<file path="config.mk">
export PLATFORM = sky130hd
export DESIGN_NAME = audio_mixer
export DESIGN_NICKNAME = d
export VERILOG_FILES = /design/src/rtl/audio_mixer.sv
export SDC_FILE = /design/constraint.sdc
export NUM_CORES = 1
export LEC_CHECK = 0
export ABC_AREA = 1
export BUFFER_PORTS_ARGS = -buffer_cell sky130_fd_sc_hd__buf_2
export CORE_MARGIN = 4
export CORE_UTILIZATION = 30
export CTS_CLUSTER_DIAMETER = 200
export DETAILED_ROUTE_END_ITERATION = 6
export SLEW_MARGIN = 10
export SYNTH_ARGS = -nofsm -noshare
export SYNTH_HDL_FRONTEND = slang
export SYNTH_SLANG_ARGS = --single-unit
</file>
<file path="constraint.sdc">
create_clock -name clk -period 6.9 [get_ports clk]
set_input_delay 1.38 -clock clk [delete_from_list [all_inputs] [get_ports clk]]
set_output_delay 1.38 -clock clk [all_outputs]
set_load 0.1 [all_outputs]
</file>
<file path="src/rtl/audio_mixer.sv">
// audio_mixer: N-source stereo mixer with its own sample-rate tick generator.
// Each tick snapshots every source, accumulates one source per cycle through a
// single multiplier per channel, applies master volume, saturates to DW bits
// and presents the result with a one-cycle out_valid pulse.
module audio_mixer #(
    parameter int NUM_SRC = 4,
    parameter int DW      = 16,
    parameter int VOL_W   = 4,
    parameter int DIV_W   = 8
) (
    input  logic                     clk,
    input  logic                     rst,
    input  logic [DIV_W-1:0]         rate_div,
    input  logic [NUM_SRC*DW-1:0]    src_left,
    input  logic [NUM_SRC*DW-1:0]    src_right,
    input  logic [NUM_SRC*VOL_W-1:0] src_vol,
    input  logic [NUM_SRC-1:0]       src_mute,
    input  logic [VOL_W-1:0]         master_vol,
    input  logic                     clip_clr,
    output logic                     next_sample,
    output logic [DW-1:0]            left_out,
    output logic [DW-1:0]            right_out,
    output logic                     out_valid,
    output logic                     clip_l,
    output logic                     clip_r,
    output logic                     overrun
);

    localparam int IDX_W = (NUM_SRC > 1) ? $clog2(NUM_SRC) : 1;
    // Accumulator is wide enough that summing NUM_SRC scaled sources never wraps.
    localparam int ACC_W = DW + VOL_W + $clog2(NUM_SRC) + 1;
    // Master-scaled product width: accumulator times an unsigned VOL_W value.
    localparam int M_W   = ACC_W + VOL_W + 1;
    localparam logic [IDX_W-1:0]      LAST_IDX = IDX_W'(NUM_SRC - 1);
    localparam logic signed [M_W-1:0] SAT_MAX  = {{(M_W-DW+1){1'b0}}, {(DW-1){1'b1}}};
    localparam logic signed [M_W-1:0] SAT_MIN  = {{(M_W-DW+1){1'b1}}, {(DW-1){1'b0}}};

    typedef enum logic [1:0] {
        ST_IDLE  = 2'd0,
        ST_ACCUM = 2'd1,
        ST_SCALE = 2'd2
    } state_t;

    // One source's contribution: (sample * volume) >>> (VOL_W-1), or zero when muted.
    function automatic logic signed [ACC_W-1:0] src_term(
        input logic [DW-1:0]    s,
        input logic [VOL_W-1:0] v,
        input logic             m
    );
        logic signed [ACC_W-1:0] s_ext;
        logic signed [ACC_W-1:0] v_ext;
        logic signed [ACC_W-1:0] prod;
        s_ext = {{(ACC_W-DW){s[DW-1]}}, s};
        v_ext = {{(ACC_W-VOL_W){1'b0}}, v};
        prod  = s_ext * v_ext;
        if (m) begin
            return {ACC_W{1'b0}};
        end else begin
            return prod >>> (VOL_W - 1);
        end
    endfunction

    // Master volume applied to a channel accumulator.
    function automatic logic signed [M_W-1:0] master_scale(
        input logic signed [ACC_W-1:0] a,
        input logic [VOL_W-1:0]        mv
    );
        logic signed [M_W-1:0] a_ext;
        logic signed [M_W-1:0] mv_ext;
        logic signed [M_W-1:0] prod;
        a_ext  = {{(M_W-ACC_W){a[ACC_W-1]}}, a};
        mv_ext = {{(M_W-VOL_W){1'b0}}, mv};
        prod   = a_ext * mv_ext;
        return prod >>> (VOL_W - 1);
    endfunction

    // Clamp to the DW-bit signed range; MSB of the result flags that clamping occurred.
    function automatic logic [DW:0] saturate(input logic signed [M_W-1:0] m);
        if (m > SAT_MAX) begin
            return {1'b1, SAT_MAX[DW-1:0]};
        end else if (m < SAT_MIN) begin
            return {1'b1, SAT_MIN[DW-1:0]};
        end else begin
            return {1'b0, m[DW-1:0]};
        end
    endfunction

    logic [DIV_W-1:0]         cnt_r;
    logic                     next_sample_r;
    state_t                   state_r;
    state_t                   state_nxt_s;
    logic [IDX_W-1:0]         idx_r;
    logic [NUM_SRC*DW-1:0]    snap_left_r;
    logic [NUM_SRC*DW-1:0]    snap_right_r;
    logic [NUM_SRC*VOL_W-1:0] snap_vol_r;
    logic [NUM_SRC-1:0]       snap_mute_r;
    logic [VOL_W-1:0]         snap_master_r;
    logic signed [ACC_W-1:0]  acc_left_r;
    logic signed [ACC_W-1:0]  acc_right_r;
    logic signed [ACC_W-1:0]  term_left_s;
    logic signed [ACC_W-1:0]  term_right_s;
    logic signed [M_W-1:0]    mix_left_s;
    logic signed [M_W-1:0]    mix_right_s;
    logic [DW:0]              sat_left_s;
    logic [DW:0]              sat_right_s;
    logic [DW-1:0]            left_out_r;
    logic [DW-1:0]            right_out_r;
    logic                     out_valid_r;
    logic                     clip_left_r;
    logic                     clip_right_r;
    logic                     overrun_r;

    // Sample-rate divider: reload on zero and emit a one-cycle tick.
    always_ff @(posedge clk) begin
        if (rst) begin
            cnt_r         <= {DIV_W{1'b0}};
            next_sample_r <= 1'b0;
        end else if (cnt_r == {DIV_W{1'b0}}) begin
            cnt_r         <= rate_div;
            next_sample_r <= 1'b1;
        end else begin
            cnt_r         <= cnt_r - DIV_W'(1);
            next_sample_r <= 1'b0;
        end
    end

    // Mixer state register.
    always_ff @(posedge clk) begin
        if (rst) begin
            state_r <= ST_IDLE;
        end else begin
            state_r <= state_nxt_s;
        end
    end

    // Next-state logic: a tick starts a mix only from IDLE; others are dropped.
    always_comb begin
        state_nxt_s = state_r;
        case (state_r)
            ST_IDLE: begin
                if (next_sample_r) begin
                    state_nxt_s = ST_ACCUM;
                end else begin
                    state_nxt_s = ST_IDLE;
                end
            end
            ST_ACCUM: begin
                if (idx_r == LAST_IDX) begin
                    state_nxt_s = ST_SCALE;
                end else begin
                    state_nxt_s = ST_ACCUM;
                end
            end
            ST_SCALE: state_nxt_s = ST_IDLE;
            default:  state_nxt_s = ST_IDLE;
        endcase
    end

    // Per-cycle arithmetic: current source term, master scaling and saturation.
    always_comb begin
        term_left_s  = src_term(snap_left_r[int'(idx_r)*DW +: DW],
                                snap_vol_r[int'(idx_r)*VOL_W +: VOL_W], snap_mute_r[idx_r]);
        term_right_s = src_term(snap_right_r[int'(idx_r)*DW +: DW],
                                snap_vol_r[int'(idx_r)*VOL_W +: VOL_W], snap_mute_r[idx_r]);
        mix_left_s   = master_scale(acc_left_r, snap_master_r);
        mix_right_s  = master_scale(acc_right_r, snap_master_r);
        sat_left_s   = saturate(mix_left_s);
        sat_right_s  = saturate(mix_right_s);
    end

    // Snapshot on an accepted tick, then accumulate one source per cycle.
    always_ff @(posedge clk) begin
        if (rst) begin
            idx_r         <= {IDX_W{1'b0}};
            snap_left_r   <= {(NUM_SRC*DW){1'b0}};
            snap_right_r  <= {(NUM_SRC*DW){1'b0}};
            snap_vol_r    <= {(NUM_SRC*VOL_W){1'b0}};
            snap_mute_r   <= {NUM_SRC{1'b0}};
            snap_master_r <= {VOL_W{1'b0}};
            acc_left_r    <= {ACC_W{1'b0}};
            acc_right_r   <= {ACC_W{1'b0}};
        end else begin
            case (state_r)
                ST_IDLE: begin
                    if (next_sample_r) begin
                        snap_left_r   <= src_left;
                        snap_right_r  <= src_right;
                        snap_vol_r    <= src_vol;
                        snap_mute_r   <= src_mute;
                        snap_master_r <= master_vol;
                        acc_left_r    <= {ACC_W{1'b0}};
                        acc_right_r   <= {ACC_W{1'b0}};
                        idx_r         <= {IDX_W{1'b0}};
                    end
                end
                ST_ACCUM: begin
                    acc_left_r  <= acc_left_r + term_left_s;
                    acc_right_r <= acc_right_r + term_right_s;
                    idx_r       <= idx_r + IDX_W'(1);
                end
                default: begin
                end
            endcase
        end
    end

    // Output stage: load the saturated mix and pulse out_valid after SCALE.
    always_ff @(posedge clk) begin
        if (rst) begin
            left_out_r  <= {DW{1'b0}};
            right_out_r <= {DW{1'b0}};
            out_valid_r <= 1'b0;
        end else begin
            out_valid_r <= (state_r == ST_SCALE);
            if (state_r == ST_SCALE) begin
                left_out_r  <= sat_left_s[DW-1:0];
                right_out_r <= sat_right_s[DW-1:0];
            end
        end
    end

    // Sticky status flags; a set in the same cycle as clip_clr takes priority.
    always_ff @(posedge clk) begin
        if (rst) begin
            clip_left_r  <= 1'b0;
            clip_right_r <= 1'b0;
            overrun_r    <= 1'b0;
        end else begin
            if ((state_r == ST_SCALE) && sat_left_s[DW]) begin
                clip_left_r <= 1'b1;
            end else if (clip_clr) begin
                clip_left_r <= 1'b0;
            end
            if ((state_r == ST_SCALE) && sat_right_s[DW]) begin
                clip_right_r <= 1'b1;
            end else if (clip_clr) begin
                clip_right_r <= 1'b0;
            end
            if (next_sample_r && (state_r != ST_IDLE)) begin
                overrun_r <= 1'b1;
            end else if (clip_clr) begin
                overrun_r <= 1'b0;
            end
        end
    end

    assign next_sample = next_sample_r;
    assign left_out    = left_out_r;
    assign right_out   = right_out_r;
    assign out_valid   = out_valid_r;
    assign clip_l      = clip_left_r;
    assign clip_r      = clip_right_r;
    assign overrun     = overrun_r;

endmodule

</file>
==> metrics.log <==
INFO  metric layout_setup_ws = between 0.5 and 0.6 ns
INFO  metric crit_path_max_fanout = 34
INFO  metric area_grow_syn2layout = 12.6%
INFO  metric top_level_ports = 200
INFO  metric fin_total_pwr = between 5000 and 6000 µW
INFO  metric syn-mean-instance-area = about 6.7 µm²
INFO  metric worst_ep_arrival_time = approximately 6.8 ns
INFO  metric synth_edf_count = 0
INFO  metric setup_viol = 0
INFO  metric finalWirelength = between 60000 and 70000 µm
INFO  metric critical_path.n_buffers_inverters = 6
INFO  metric design.final.nets = 4348
INFO  metric r2r_setup_slack = 0.52 ns
INFO  metric tritoncts = built
INFO  metric grt_pass1_wl = around 110000 µm
INFO  metric yosysSeqAreaShare = 0.201
INFO  metric hp-class = reg -> reg
INFO  metric vias = about 23000
INFO  metric worst_slew_margin_rel = 0.275
INFO  metric wl_per_cell = 13.6 µm
INFO  metric design.die.area = ~0.087 mm²
INFO  metric commonest_non_fill_non_tap_cell_in_the_layout = sky130_fd_sc_hd__nand2_1
INFO  metric timing.final.hold_violations = 0
INFO  metric vdd_drop_max = between 0.0002 and 0.00025 V
INFO  metric ys.warnings.count = 0
INFO  metric power_density = 189 mW/mm²
INFO  metric cp_common_cell = sky130_fd_sc_hd__a21oi_1
INFO  metric postCtsSetupBuffers = 0
INFO  metric cts_resized = 0
INFO  metric layout-drive-gt1-share = 0.0945
INFO  metric finalCritPeriodShare = 0.924
INFO  metric postSynthCellCount = 3686
INFO  metric syn_area = between 0.02 and 0.025 mm²
INFO  metric grt_pass1_vias = between 20000 and 25000
INFO  metric run_status = finished clean
INFO  metric number_of_core_rows = 104
INFO  metric grt_use_total = 0.151
INFO  metric worst_path_top_cell_family_by_delay = compound AO/OA/AOI/OAI gates
INFO  metric die_height = roughly 290 µm
INFO  metric hold_buffers = 0
INFO  metric crit_path_end_kind = flip-flop
INFO  metric slew_violations = 0
INFO  metric drv.max_cap_violation_count = 0
INFO  metric worstSetupPathType = reg -> reg
INFO  metric start_kind = flip-flop
INFO  metric number_of_port_buffers = between 150 and 200
INFO  metric yosys_most_used_dff = sky130_fd_sc_hd__dfxtp_1
INFO  metric gp_congestion = 0.876
INFO  metric drc = 0
INFO  metric grt_max_degree = around 180
INFO  metric drt_first_pass_iters = 5
INFO  metric mappedNetlistNets = 4235
INFO  metric floorplan.initialDensity = 0.304
INFO  metric insertion_delay = 0.61 ns
INFO  metric insertedDiodeCount = 0
INFO  metric ctsHtreeMaxLevel = 1
INFO  metric post-place-ws = 0.399 ns
INFO  metric cellLeakagePower = between 0.01 and 0.015 µW
INFO  metric globalRoute.totalOverflow = 0
INFO  metric clkSlewWorstSetupHoldPaths = ~0.06 ns
INFO  metric root_buffer_master = sky130_fd_sc_hd__clkbuf_16
INFO  metric final_cells = slightly below 5000
INFO  metric achievable-frequency = around 160 MHz
INFO  metric placeableCoreArea = 0.0808 mm²
INFO  metric cp_slowest_cell = sky130_fd_sc_hd__fa_1
INFO  metric post_drt_via_cell_ratio = approximately 4.6
INFO  metric synth.lib_cells_used.distinct = 62
INFO  metric drtAntennaViolNets = 0
INFO  metric die_w = a little under 300 µm
INFO  metric setup_total_negative_slack = 0 ns
INFO  metric mostFrequentLayoutCells = sky130_fd_sc_hd__nand2_1, sky130_fd_sc_hd__inv_1, sky130_fd_sc_hd__nor2_1
INFO  metric dp_hpwl = around 53000 µm
INFO  metric worst_pin_slew = between 1 and 1.5 ns
INFO  metric timing.critical_path.slowest_cell_delay = ~0.53 ns
INFO  metric finalCriticalPeriod = between 6 and 7 ns
INFO  metric clock_skew = about 0.032 ns
INFO  metric worstPathRequired = between 7 and 8 ns
INFO  metric async_flop_share = 0
INFO  metric drt_iter0_markers = 1272
INFO  metric clock-sinks = 247
INFO  metric ys_seq_elements = roughly 250
INFO  metric dp_cells = just under 5000
INFO  metric grt_antenna_before_repair = 2
INFO  metric clock_tree.buffer_depth = 3
INFO  metric unrepaired_setup_endpoints_after_global_routing = no
INFO  metric number_of_buffers_added_by_the_clock_tree_synthesis_step = 30
-- logic make-up (layout without fill, tap and decap cells) --
family          Yosys count  in the layout  share of synthesized area
xor+xnor                 67             67                     0.0245
buf+inv                 786            922                      0.123
simple gates           1490           1490                      0.245
flops                   247            247                      0.201
compound gates          710            710                      0.160
fa+ha+maj               386            386                      0.246
-- power by group --
part | internal [µW] | switching [µW]
clock | 1100 | 701
sequential | 1670 | 171
combinational | 494 | 1070
total | 3270 | 1940
-- sequential cells by signal, summed over array words and instances (netlist names) --
register and flops:
clip_r 1, left_out 16, state_r 2, acc_left_r 23
snap_vol_r 16, snap_right_r 64, right_out 16, snap_left_r 64
next_sample 1, cnt_r 8, clip_l 1, snap_mute_r 4
acc_right_r 23, snap_master_r 4, idx_r 2, out_valid 1
overrun 1
-- synthesized netlist by cell type (13+ instances only) --
cell type | n | area, µm²
sky130_fd_sc_hd__nand2_1 | 714 | 2680
sky130_fd_sc_hd__inv_1 | 636 | 2390
sky130_fd_sc_hd__nor2_1 | 578 | 2170
sky130_fd_sc_hd__o21ai_0 | 302 | 1510
sky130_fd_sc_hd__a21oi_1 | 285 | 1430
sky130_fd_sc_hd__dfxtp_1 | 247 | 4940
sky130_fd_sc_hd__ha_1 | 224 | 2800
sky130_fd_sc_hd__fa_1 | 162 | 3240
sky130_fd_sc_hd__clkbuf_1 | 106 | 398
sky130_fd_sc_hd__nand3_1 | 104 | 521
sky130_fd_sc_hd__xor2_1 | 38 | 333
sky130_fd_sc_hd__xnor2_1 | 27 | 236
sky130_fd_sc_hd__a32oi_1 | 24 | 210
sky130_fd_sc_hd__a21o_1 | 20 | 150
sky130_fd_sc_hd__nand4_1 | 20 | 125
sky130_fd_sc_hd__nor3_1 | 20 | 100
sky130_fd_sc_hd__buf_1 | 15 | 56.3
sky130_fd_sc_hd__o21bai_1 | 13 | 97.6
-- path summary, 6_finish.rpt --
check                                            from                      endpoint  cells after the start
worst max register to register  idx_r[0]$_SDFFE_PP0P_  acc_right_r[19]$_SDFFE_PP0P_                     31
worst max-delay path            idx_r[0]$_SDFFE_PP0P_  acc_right_r[19]$_SDFFE_PP0P_                     31
worst min register to register    cnt_r[0]$_SDFF_PP0_           cnt_r[0]$_SDFF_PP0_                      1
worst min-delay path              cnt_r[0]$_SDFF_PP0_           cnt_r[0]$_SDFF_PP0_                      1
-- cell type report --
| class | instances | area, µm² |
|---|---|---|
| clock buffers | 39 | 855 |
| clock inverters | 16 | 274 |
| inverters | 646 | 2440 |
| fillers | 8796 | 53200 |
| flip-flops and latches | 247 | 4950 |
| well taps | 1060 | 1330 |
| repair buffers | 221 | 1180 |
| multi-input cells | 2653 | 16600 |
-- worst register-to-register path: cells and delay by family (launching register included) --
kind | cells | cell delay (ns)
adders and majority gates | 5 | 1.89
and+or+nand+nor | 8 | 1.01
buffers and inverters | 6 | 0.71
DFF | 1 | 0.42
AOI/OAI and AO/OA | 12 | 2.20
-- routing by layer --
metal  share of wire  GRT usage  vias up
met5               0          0        -
li1                -          -    11800
met2            0.41      0.235      495
met4           0.016     0.0243        0
met1            0.52      0.225    10300
met3           0.052     0.0217       60
-- stage by stage --
| step | cell area [µm²] | utilization | hold WS, ns |
|---|---|---|---|
| 3_3_place_gp | 26500 | 0.328 | 0.420 |
| 2_1_floorplan | 24600 | - | 0.406 |
| 6_report | 27600 | 0.342 | 0.429 |
| 3_5_place_dp | 26500 | 0.328 | 0.427 |
| 4_1_cts | 27600 | 0.342 | 0.435 |
| 5_1_grt | 27600 | 0.342 | 0.459 |
Power figures use the tool's default switching activity.
